`config.mk`:
```
export PLATFORM = sky130hd
export DESIGN_NAME = eit_scan_controller
export DESIGN_NICKNAME = d
export VERILOG_FILES = /design/src/rtl/eit_scan_controller.sv
export SDC_FILE = /design/constraint.sdc
export NUM_CORES = 1
export LEC_CHECK = 0
export ABC_AREA = 1
export CORE_ASPECT_RATIO = 0.8
export CORE_MARGIN = 3
export CORE_UTILIZATION = 30
export CTS_CLUSTER_DIAMETER = 60
export DETAILED_ROUTE_END_ITERATION = 10
export GPL_TIMING_DRIVEN = 1
export PLACE_DENSITY = 0.53
export SETUP_SLACK_MARGIN = 0.5
export SLEW_MARGIN = 5
export SYNTH_ARGS = -nofsm -noshare
export SYNTH_HDL_FRONTEND = slang
export SYNTH_SLANG_ARGS = --single-unit
```
`constraint.sdc`:
```
create_clock -name clk -period 2.1 [get_ports clk]
set_clock_uncertainty 0.1 [all_clocks]
set_input_delay 0.315 -clock clk [delete_from_list [all_inputs] [get_ports clk]]
set_output_delay 0.315 -clock clk [all_outputs]
set_load 0.01 [all_outputs]
```
`src/rtl/eit_scan_controller.sv`:
```
// eit_scan_controller: frame-level sequencer for one EIT acquisition frame.
// Walks every adjacent drive pair (d, d+1) and every adjacent measurement
// pair (m, m+1) that does not touch the drive electrodes. For each one it
// presents the addresses, waits for the mux to settle, steps slave_fsm and
// waits for fsm_done (bounded by TIMEOUT).
module eit_scan_controller #(
    parameter int N_ELEC        = 16,
    parameter int SETTLE_CYCLES = 4,
    parameter int TIMEOUT       = 255,
    localparam int EW = $clog2(N_ELEC),
    localparam int MW = $clog2(N_ELEC * (N_ELEC - 3))
) (
    input  logic          clk,
    input  logic          rst,
    input  logic          scan_start,
    input  logic          scan_abort,
    input  logic          fsm_done,
    input  logic          fsm_busy,
    output logic          slave_step,
    output logic [EW-1:0] drive_src,
    output logic [EW-1:0] drive_sink,
    output logic [EW-1:0] meas_p,
    output logic [EW-1:0] meas_n,
    output logic [MW-1:0] meas_index,
    output logic          meas_valid,
    output logic          frame_done,
    output logic          scan_busy,
    output logic          err_timeout
);

    localparam int SW = $clog2(SETTLE_CYCLES + 1);
    localparam int TW = $clog2(TIMEOUT + 1);

    typedef enum logic [2:0] {
        S_IDLE,
        S_SETUP,
        S_SETTLE,
        S_TRIGGER,
        S_WAIT,
        S_ADVANCE,
        S_DONE,
        S_ERROR
    } state_t;

    state_t        state;
    logic [SW-1:0] settle_cnt;
    logic [TW-1:0] wait_cnt;
    logic [EW-1:0] last_m;
    logic          last_drive;

    // Last valid measurement electrode for the current drive is d-2 (mod N).
    always_comb begin
        last_m     = drive_src + EW'(N_ELEC - 2);
        last_drive = (drive_src == EW'(N_ELEC - 1));
    end

    // Frame sequencer; all outputs are registered here.
    always_ff @(posedge clk) begin
        if (!rst) begin
            state       <= S_IDLE;
            settle_cnt  <= '0;
            wait_cnt    <= '0;
            slave_step  <= 1'b0;
            drive_src   <= '0;
            drive_sink  <= '0;
            meas_p      <= '0;
            meas_n      <= '0;
            meas_index  <= '0;
            meas_valid  <= 1'b0;
            frame_done  <= 1'b0;
            scan_busy   <= 1'b0;
            err_timeout <= 1'b0;
        end else begin
            slave_step <= 1'b0;
            meas_valid <= 1'b0;
            frame_done <= 1'b0;
            if (scan_abort) begin
                state     <= S_IDLE;
                scan_busy <= 1'b0;
            end else begin
                case (state)
                    S_IDLE, S_DONE, S_ERROR: begin
                        if (scan_start) begin
                            drive_src   <= '0;
                            drive_sink  <= EW'(1);
                            meas_p      <= EW'(2);
                            meas_n      <= EW'(3);
                            meas_index  <= '0;
                            err_timeout <= 1'b0;
                            scan_busy   <= 1'b1;
                            state       <= S_SETUP;
                        end
                    end
                    S_SETUP: begin
                        settle_cnt <= SW'(SETTLE_CYCLES);
                        state      <= S_SETTLE;
                    end
                    S_SETTLE: begin
                        if (settle_cnt == SW'(1)) begin
                            // Step is raised on entry so it is visible during TRIGGER.
                            slave_step <= !fsm_busy;
                            state      <= S_TRIGGER;
                        end else begin
                            settle_cnt <= settle_cnt - SW'(1);
                        end
                    end
                    S_TRIGGER: begin
                        if (slave_step) begin
                            wait_cnt <= '0;
                            state    <= S_WAIT;
                        end else begin
                            slave_step <= !fsm_busy;
                        end
                    end
                    S_WAIT: begin
                        if (fsm_done) begin
                            meas_valid <= 1'b1;
                            state      <= S_ADVANCE;
                        end else if (wait_cnt == TW'(TIMEOUT - 1)) begin
                            err_timeout <= 1'b1;
                            scan_busy   <= 1'b0;
                            state       <= S_ERROR;
                        end else begin
                            wait_cnt <= wait_cnt + TW'(1);
                        end
                    end
                    S_ADVANCE: begin
                        if (last_drive && meas_p == last_m) begin
                            frame_done <= 1'b1;
                            scan_busy  <= 1'b0;
                            state      <= S_DONE;
                        end else begin
                            if (meas_p == last_m) begin
                                drive_src  <= drive_src + EW'(1);
                                drive_sink <= drive_src + EW'(2);
                                meas_p     <= drive_src + EW'(3);
                                meas_n     <= drive_src + EW'(4);
                            end else begin
                                meas_p <= meas_n;
                                meas_n <= meas_n + EW'(1);
                            end
                            meas_index <= meas_index + MW'(1);
                            state      <= S_SETUP;
                        end
                    end
                    default: begin
                        state     <= S_IDLE;
                        scan_busy <= 1'b0;
                    end
                endcase
            end
        end
    end

endmodule

```
==> flow_summary.toml <==
[outcome]
run_status = "finished, final reports clean"

[sta]
hold_viol_final = 0
period_needed_ns = 1.76
rsz_0062_raised_after_global_routing = "true"
worst-slew-pin-transition_ns = 0.313
achievable-frequency_mhz = 568
max_transition_viols_final = 0
post_route_setup_tns_ns = 0
min_period_over_period = 0.838
finalSetupViolCount = 0
worst_slew_margin_rel = 0.790

[worst_setup_path]
critical_path.startpoint_type = "register"
path_class = "reg2reg"
cp_common_cell = "nand2_1"
worst_setup_path_end_kind = "register"
slowest_stage = "dfxtp_4"
worst-path-max-fanout = 5
worstPathCellList = "inv_4, ha_4, xnor2_4, nor2_4, nand4_4, buf_6, nand3_4, nand2_1, nand2_1, nor2_1"
critPathRequiredTime_ns = 2.18
critical_path_arrival_ns = 1.84
max_stage_delay_ns = 0.36

[floorplan]
die_h_um = 89.8
fp.dieW_um = 111
design.portCount = 35
design.core.area_mm2 = 0.00824
dieArea_mm2 = 0.00996
core.rowCount = 29
floorplan.initialDensity = 0.320

[global_route]
grt_util_all_layers = 0.138
number_of_antenna_violations_at_the_first_check_in_global_routing = 0
via_count_of_the_first_global_routing_pass = 2341
globalRoute.totalOverflow = 0
largest_net_degree_at_the_start_of_global_routing = 19
grt_pass1_wl_um = 11600

[synth]
yosys-top-cells-area = "dfxtp_1 (33%), nand2_1 (16%), nor2_1 (7.0%), ha_1 (6.6%), inv_1 (6.1%)"
synth.distinct_cells = 32
synth_seq_cells = 43
ys_seq_area_frac = 0.327
synth_top_area_frac = 0.327
synthDominantAreaCellType = "dfxtp_1"
syn_nets = 415
post_synth_inst_count = 395
synth_warnings = 0
syn-cell-area_mm2 = 0.00264
postSynthAreaPerCell_um2 = 6.67

[routing]
remaining_drc_errors = 0
wirelength_um = 7350
routed_via_density = 4.62
route.antenna.remaining_nets = 0
route.detailed.wl_per_inst_um = 12.6
detailedRoute.firstIterationViolations = 135
firstDrtPassIters = 5
vias = 2689

[finish]
final_layout_size_suffix_gt1_frac = 0.323
antenna_cells = 0
fin_area_mm2 = 0.00391
areaGrowthSynthToFinish_pct = 48.1
finalCoreUtilization = 0.474
fin_nets = 493

[power_and_ir_drop]
intPower_uw = 1320
netSwitchingFraction = 0.280
p_clk_frac = 0.315
share_seq_of_total_power = 0.475
power_density_mw_per_mm2 = 468
power.ir.vdd_worst_v = 0.000231
power.combinational.fraction = 0.210
static-leakage-power_uw = 0.00181
total_switching_power_uw = 512

[flow_run]
drv_cap = 0

[placement]
placed_inst_area_mm2 = 0.00317
port-buffer-count = 34
gp_routability_congestion = 0.829
post-dp-hpwl_um = 4900

[clock_network]
cts_htree_levels = 2
cts.sinks = 43
cts-root-to-sink-buffers = 2
clkSlewWorstSetupHoldPaths_ns = 0.08
cts-buffers-inserted = 5
insertion_delay_ns = 0.29
cts_root_buffer = "clkbuf_8"
tritoncts = "done"

[worst_hold_path]
min_path_type = "reg2reg"
==> per-layer routing <==
layer	part of all wire	GRT usage	vias up
met5	0	0	-
met1	0.53	0.213	1239
li1	-	-	1407
met2	0.43	0.196	41
met3	0.040	0.0262	2
met4	0.0054	0.0277	0
==> layout make-up <==
| class | count | area (um2) |
|---|---|---|
| inverters | 52 | 226 |
| well taps | 108 | 135 |
| clock buffers | 8 | 100 |
| repair buffers | 77 | 713 |
| multi-input cells | 293 | 1820 |
| flip-flops and latches | 43 | 906 |
| fillers | 788 | 4330 |
| repair inverters | 1 | 6.26 |
==> per-stage QoR <==
step           total power, uW  hold WS [ns]  setup slack, ns  cells
4_1_cts                   1810         0.370            0.319    560
3_3_place_gp              1190         0.353            0.137    538
2_1_floorplan             1090         0.341            0.354    395
6_report                  1830         0.370            0.340    582
3_5_place_dp              1190         0.358            0.124    538
5_1_grt                   1930         0.415            0.253    582
==> synth_stat cells (all sizes together) <==
cell and count:
clkinv 1, inv 51, xor2 14, nor3 5
nand4 7, clkbuf 3, buf 6, nor3b 1
nand2 119, a21oi 33, or2 2, ha 14
dfxtp 43, a22oi 1, nand3b 3, o21ai 11
o21bai 1, xnor2 4, nor2 52, nand3 24
==> cells in the final DEF, fill, tap and decap left out, drive strengths merged <==
master,synthesis,layout
a22oi,1,1
clkinv,1,1
or2,2,2
ha,14,14
nor2,52,52
dlymetal6s2s,0,6
nor3b,1,1
a21oi,33,33
nand3,24,25
clkinvlp,0,1
dfxtp,43,43
dlygate4sd2,0,22
nand2,119,119
inv,51,51
o21bai,1,1
xor2,14,14
buf,6,43
o21ai,11,11
nand4,7,8
clkdlybuf4s50,0,6
nand3b,3,3
nor3,5,5
clkbuf,3,8
xnor2,4,4
==> logic make-up (layout without fill, tap and decap cells) <==
group / count (synthesis) / count (layout) / share of synthesized area
compound gates: 46 / 46 / 0.0921
simple gates: 213 / 215 / 0.358
fa+ha+maj: 14 / 14 / 0.0664
buf+inv: 61 / 138 / 0.0973
xor+xnor: 18 / 18 / 0.0598
flops: 43 / 43 / 0.327
==> timing repair <==
item / CTS / global route
endpoints found under the setup margin: 63 / 47
hold endpoints to repair: 0 / 0
buffers inserted: 12 / 21
pin swaps: 12 / 33
hold buffers: 0 / 0
gates resized for setup: 59 / 84
gates cloned: 2 / 1
==> sequential cells by signal, indices dropped and copies added, names as in the netlist <==
signal / cells
meas_n: 4
scan_busy: 1
meas_index: 8
meas_valid: 1
err_timeout: 1
meas_p: 4
drive_sink: 4
settle_cnt: 3
wait_cnt: 8
state: 3
slave_step: 1
drive_src: 4
frame_done: 1
==> path summary, 6_finish.rpt <==
kind | start | to | slack [ns] | depth (start not counted)
worst max-delay path | drive_src[2] | drive_sink[2] | 0.34 | 10
worst min-delay path | settle_cnt[1] | settle_cnt[1] | 0.37 | 2
worst max register to register | drive_src[2] | drive_sink[2] | 0.34 | 10
worst min register to register | settle_cnt[1] | settle_cnt[1] | 0.37 | 2
==> worst max-delay path: cells and delay by family, from the launching register on <==
kind,cells,cell delay (ns)
buffers and inverters,2,0.22
xor gates and xnor gates,1,0.13
and+or+nand+nor,6,0.58
DFF,1,0.36
adders and majority gates,1,0.25
==> power by group through the flow <==
stage	clock (uW)	combinational [uW]	sequential (uW)
6_report	575	384	869
5_1_grt	633	423	875
4_1_cts	598	341	871
3_5_place_dp	0	295	893
3_3_place_gp	0	295	894
2_1_floorplan	0	191	898
No activity file was read; power rests on OpenSTA's default activity.
==> edit 1: new RTL, config.mk and constraints unchanged <==
Put one more register stage on the output `drive_sink`. The value now appears one clock later. The other outputs are not delayed to match.
--- a/src/rtl/eit_scan_controller.sv
+++ b/src/rtl/eit_scan_controller.sv
@@ -42,6 +42,8 @@
         S_ERROR
     } state_t;
 
+    logic [EW-1:0] drive_sink_s0;
+
     state_t        state;
     logic [SW-1:0] settle_cnt;
     logic [TW-1:0] wait_cnt;
@@ -62,7 +64,7 @@
             wait_cnt    <= '0;
             slave_step  <= 1'b0;
             drive_src   <= '0;
-            drive_sink  <= '0;
+            drive_sink_s0 <= '0;
             meas_p      <= '0;
             meas_n      <= '0;
             meas_index  <= '0;
@@ -82,7 +84,7 @@
                     S_IDLE, S_DONE, S_ERROR: begin
                         if (scan_start) begin
                             drive_src   <= '0;
-                            drive_sink  <= EW'(1);
+                            drive_sink_s0 <= EW'(1);
                             meas_p      <= EW'(2);
                             meas_n      <= EW'(3);
                             meas_index  <= '0;
@@ -132,7 +134,7 @@
                         end else begin
                             if (meas_p == last_m) begin
                                 drive_src  <= drive_src + EW'(1);
-                                drive_sink <= drive_src + EW'(2);
+                                drive_sink_s0 <= drive_src + EW'(2);
                                 meas_p     <= drive_src + EW'(3);
                                 meas_n     <= drive_src + EW'(4);
                             end else begin
@@ -152,5 +154,9 @@
         end
     end
 
+    always_ff @(posedge clk) begin
+        drive_sink <= drive_sink_s0;
+    end
+
 endmodule
 
Check against the original RTL: not equivalent (a bounded check fails within 4 cycles, from zero or initial values and one cycle with rst low).
==> edit 1 against the unedited design <==
- worst setup slack lost 0.14 ns
- power fell by 6.5%
- core utilization decreased by 1.4 points
- die area rose by 0.58%
- sequential share of layout area increased by 1.9 points
- critical path depth is 1 higher
- non-clock buffer count increased by 2
- routed wire length down 1.9%
- clock power is 8.7% lower
- area after synthesis grew 0.62%
- sequential cell count is 4 higher
- cell area rose by 0.93%
- synthesized cell count is 4.6% lower
- highest routed layer unchanged
==> edit 1: results (changes against the unedited design) <==
| Metric | Value |
|---|---|
| Fin nets | 477 (-3.2%) |
| Seq/Total Area, Yosys | 0.3547 (+0.02819) |
| Total Routed Length | 7207 um (-1.9%) |
| P_leak | 1.734 nW (-4.3%) |
| Reg2reg setup slack | 0.20 ns (-0.14 ns) |
| Metal2 WL | 3258 um (+3.6%) |
| FF-to-FF path depth | 11 (+1) |
| Unique masters post-synth | 30 (-6.3%) |
| Clock network power | 0.525 mW (-8.7%) |
| CTS resizes | 76 (+29%) |
| Met3 Wirelength | 266 um (-10%) |
| FF-to-FF Start | drive_src[2] |
| XOR/XNOR Fraction of Synth Area | 0.04953 (-0.01027) |
| Total GRT Usage | 0.1414 (+0.003610) |
| Detail Placement HPWL | 4752 um (-3.0%) |
| Synth Area in Compound Gates | 0.1245 (+0.03245) |
| Met1 GRT Util | 0.2070 (-0.006354) |
| Layout cells sized above 1 | 0.3231 (+0.0003593) |
| Postcts setup bufs | 24 (+12) |
| Routability congestion estimate | 0.7993 (-3.5%) |
| Clock-pin slew on the worst setup and hold paths | 0.09 ns |
| Biggest regs | meas_index: 8 flops, wait_cnt: 8 flops |
| Delay-heaviest family, CP | simple AND/OR/NAND/NOR gates |
| Pint | 1.254 mW (-4.7%) |
| Top-count cell post-synth | nand2_1 |
| Via count | 2640 (-1.8%) |
| HP Start | drive_sink_s0[0] |
| Overall power | 1.710 mW (-6.5%) |
| Worst Slack Setup Final | 0.1987 ns (-0.1414 ns) |
| Worst slew margin | 0.7848 (-0.004798) |
| Placed cell areas | 3192 um^2 (+0.71%) |
| Syn_area_per_cell | 7.036 um^2 (+5.4%) |
| Syn Nets | 397 (-4.3%) |
| Status | finished clean |
| P_seq | 0.920 mW (+5.9%) |
| CTS max path bufs | 2 (unchanged) |
| DRT iter0 DRCs | 103 (-24%) |
| Hold Path Sink | drive_sink[0] |
| Hold WC Path Type | reg2reg |
| DP Worst Slack | 0.1344 ns (+0.01028 ns) |
| Top cells by area, synth | dfxtp_1, nand2_1, ha_1 |
| GRT met3 Usage | 0.02624 (+0.00007046) |
| Worst hold slack | 0.2539 ns (-0.1160 ns) |
| Met2 Use GR | 0.2162 (+0.01970) |
| First-pass GRT wire length | 11950 um (+2.8%) |
| Grt ovf | 0 (unchanged) |
| Max IR drop VDD | 221.8 uV (-3.9%) |
| Drt pass-1 iters | 4 (-1) |
| Data arrival time of the worst path | 2.00 ns (+0.16 ns) |
| DP Cell Count | 525 (-2.4%) |
| Mux share of post-synthesis cell area | 0 (unchanged) |
| Synth top cells by count | nand2_1, dfxtp_1, nor2_1, inv_1, a21oi_1 |
| Wire per inst | 12.64 um (+0.16%) |
| Vias in the first global route | 2508 (+7.1%) |
| Hold Path Depth | 0 (-2) |
| FF-to-FF End | meas_n[2] |
| Largest net degree at the start of global routing | 23 (+4) |
| Metal-1 WL | 3646 um (-5.7%) |
| Post-Synth Adder-Cell Area | 0.06604 (-0.0004074) |
## edit 1: changes by cell type in the layout (fill, tap and decap cells not counted), moves of 4 or more
cell | unedited run | this run
xor2_1 | 14 | 10
nand2_1 | 87 | 75
dfxtp_1 | 21 | 25
o21ai_0 | 3 | 10
nand2_4 | 4 | 9
o21ai_1 | 6 | 11
nand2_2 | 26 | 17
nor2_1 | 44 | 40
inv_1 | 35 | 31
## edit 1: final cells by class
cell class,instances,area (um^2)
Sequential cell,47,991.0
Fill cell,874,4617
Inverter,44,190.2
Tap cell,112,140.1
Clock buffer,7,76.32
Clock inverter,1,5.005
Multi-Input combinational cell,280,1773
Timing Repair Buffer,79,765.7
## edit 1: how the worst max path moves through the flow
| stage | endpoint | startpoint |
|---|---|---|
| after floorplan | meas_index[4] | drive_src[2] |
| after global placement | meas_index[7] | scan_start |
| final | meas_n[2] | drive_src[2] |
| after CTS | meas_n[2] | drive_src[1] |
| after detailed placement | drive_sink_s0[3] | drive_src[2] |
| after global routing | meas_n[2] | drive_src[2] |
==> edit 2: new RTL, same settings <==
Made on the original files. Change the parameter `TIMEOUT` from 255 to 510.
--- a/src/rtl/eit_scan_controller.sv
+++ b/src/rtl/eit_scan_controller.sv
@@ -6,7 +6,7 @@
 module eit_scan_controller #(
     parameter int N_ELEC        = 16,
     parameter int SETTLE_CYCLES = 4,
-    parameter int TIMEOUT       = 255,
+    parameter int TIMEOUT       = 510,
     localparam int EW = $clog2(N_ELEC),
     localparam int MW = $clog2(N_ELEC * (N_ELEC - 3))
 ) (
Formal check against the unedited RTL: no difference found for any inputs over 10 cycles, from zero or initial values and one cycle with rst low; that may be too few to reach the edited logic, so the function may still have changed.
==> edit 2 against the unedited design <==
- worst setup slack lost 0.077 ns
- cell area shrank 0.32%
- routed wire length grew 3.6%
- power grew 9.2%
- area after synthesis shrank 0.52%
- global-route usage grew 1.0 points
- synthesized cell count grew 4.1%
- combinational power shrank 3%
- core utilization grew 0.057 points
- sequential cell count grew 1
- largest cell class unchanged
==> edit 2: results (changes against the unedited design) <==
| Metric | Value |
|---|---|
| Synth Area in Compound Gates | 0.09351 (+0.001437) |
| Layout cells sized above 1 | 0.2763 (-0.04650) |
| Drt pass-1 iters | 4 (-1) |
| Synth top cells by count | nand2_1, nor2_1, dfxtp_1, inv_1, a21oi_1 |
| Fin nets | 504 (+2.2%) |
| Seq/Total Area, Yosys | 0.3359 (+0.009347) |
| Num CTS Buffers | 5 (unchanged) |
| Status | finished clean |
| P_leak | 1.765 nW (-2.6%) |
| H-tree levels | 2 (unchanged) |
| HP Start | drive_sink[0] |
| Syn Nets | 431 (+3.9%) |
| Post-Synth Adder-Cell Area | 0.06679 (+0.0003487) |
| Data arrival time of the worst path | 1.98 ns (+0.14 ns) |
| Max IR drop VDD | 252.4 uV (+9.4%) |
| Detail Placement HPWL | 4948 um (+1.0%) |
| XOR/XNOR Fraction of Synth Area | 0.05677 (-0.003026) |
| Crit start category | register |
| Clock Latency Late Sink | 0.30 ns |
| CTS max path bufs | 2 (unchanged) |
| Top cells by area, synth | dfxtp_1, nand2_1, nor2_1 |
| Fillcell total | 846 (+7.4%) |
| ANT cells | 0 (unchanged) |
| Clock-pin slew on the worst setup and hold paths | 0.09 ns |
| DRT iter0 DRCs | 86 (-36%) |
| Ys flop type | dfxtp_1 |
| Hold WC Path Type | reg2reg |
| Worst setup path start | drive_src[1] |
| Slowest-stage cell, CP | dfxtp_4 |
| Reg2reg setup slack | 0.26 ns (-0.08 ns) |
| Mux share of post-synthesis cell area | 0 (unchanged) |
| Routability congestion estimate | 0.8508 (+2.7%) |
| Via count | 2774 (+3.2%) |
| Root Driver | clkbuf_8 |
| CP Max Fanout | 7 (+2) |
| Post-synth ARST share | 0 (unchanged) |
| Unique masters post-synth | 26 (-19%) |
| Initial antenna violation count | 0 (unchanged) |
| Total GRT Usage | 0.1478 (+0.01001) |
| Largest net degree at the start of global routing | 19 (unchanged) |
| Delay-heaviest family, CP | simple AND/OR/NAND/NOR gates |
| Biggest regs | wait_cnt: 9 flops, meas_index: 8 flops |
| Total Routed Length | 7614 um (+3.6%) |
| Synth warn | 0 (unchanged) |
| FF-to-FF Start | drive_src[1] |
| First-pass GRT wire length | 12000 um (+3.3%) |
| Vias in the first global route | 2480 (+5.9%) |
| Slowest stage delay, CP | 0.39 ns (+0.03 ns) |
| Slew @ Worst Pin | 0.3200 ns (+0.006835 ns) |
| I/O Buffers | 34 (unchanged) |
==> edit 2: cell types whose count changed after synthesis, sizes merged, moves of 2 or more <==
cell,change
xor2,-3
nand2,+11
nor3,-2
inv,-2
xnor2,+2
nor2,+11
o21ai,+2
nand3,-5
==> edit 2: power by group <==
part,switching (mW),internal [mW],leakage (nW)
clock network,0.308,0.420,0.0645
registers,0.0365,0.860,0.368
logic,0.201,0.170,1.33
total,0.545,1.45,1.77
==> edit 2: final cells by class <==
type                       instances  area share
multi-input combinational        307      0.4581
clock buffer                       7     0.02475
timing repair buffer              75      0.1806
timing repair inverter             1    0.001607
sequential                        44      0.2369
tap                              108     0.03472
inverter                          50     0.05561
clock inverter                     1    0.007715
==> edit 2: worst paths after layout <==
check	endpoint	cells past startpoint
min	drive_sink[0]	2
min reg2reg	drive_sink[0]	2
max reg2reg	meas_index[7]	10
max	meas_index[7]	10
==> edit 2: cell families after synthesis <==
kind of cell,after synthesis
adders and majority gates,14
AOI/OAI and AO/OA,48
and+or+nand+nor,227
buffers and inverters,61
xor gates and xnor gates,17
DFF,44
==> edit 2: worst reg2reg max path, delay by kind of cell (launching register included) <==
family | cells | cell delay [ns]
buffers and inverters | 3 | 0.28
adder cells (fa/ha/maj) | 1 | 0.23
AO/OA/AOI/OAI | 1 | 0.11
XOR/XNOR | 1 | 0.13
flip-flops | 1 | 0.39
AND/OR/NAND/NOR | 4 | 0.53
==> edit 2: timing repair <==
action / in CTS / in global routing
pin swaps: 5 / 19
setup buffers: 11 / 18
resized for setup: 72 / 71
endpoints found under the hold margin: 0 / 0
cloned: 1 / 2
setup endpoints to repair: 68 / 44
==> edit 2: stage by stage <==
| step | worst slack, ns | utilization | cell area (um^2) | hold slack (ns) | std cells |
|---|---|---|---|---|---|
| floorplan | 0.3912 | - | 2678 | 0.3617 | 411 |
| global placement | 0.09806 | 0.3856 | 3162 | 0.3613 | 553 |
| detailed placement | 0.1027 | 0.3856 | 3162 | 0.3614 | 553 |
| CTS | 0.2590 | 0.4263 | 3496 | 0.3725 | 573 |
| global route | 0.1263 | 0.4747 | 3892 | 0.3985 | 593 |
| finish | 0.2630 | 0.4747 | 3892 | 0.3684 | 593 |
==> edit 2: metal layers <==
metal | GRT usage | wire (um)
met5 | 0 | 0
met1 | 0.1990 | 3558
met3 | 0.03148 | 370
met2 | 0.2489 | 3659
met4 | 0.03020 | 25
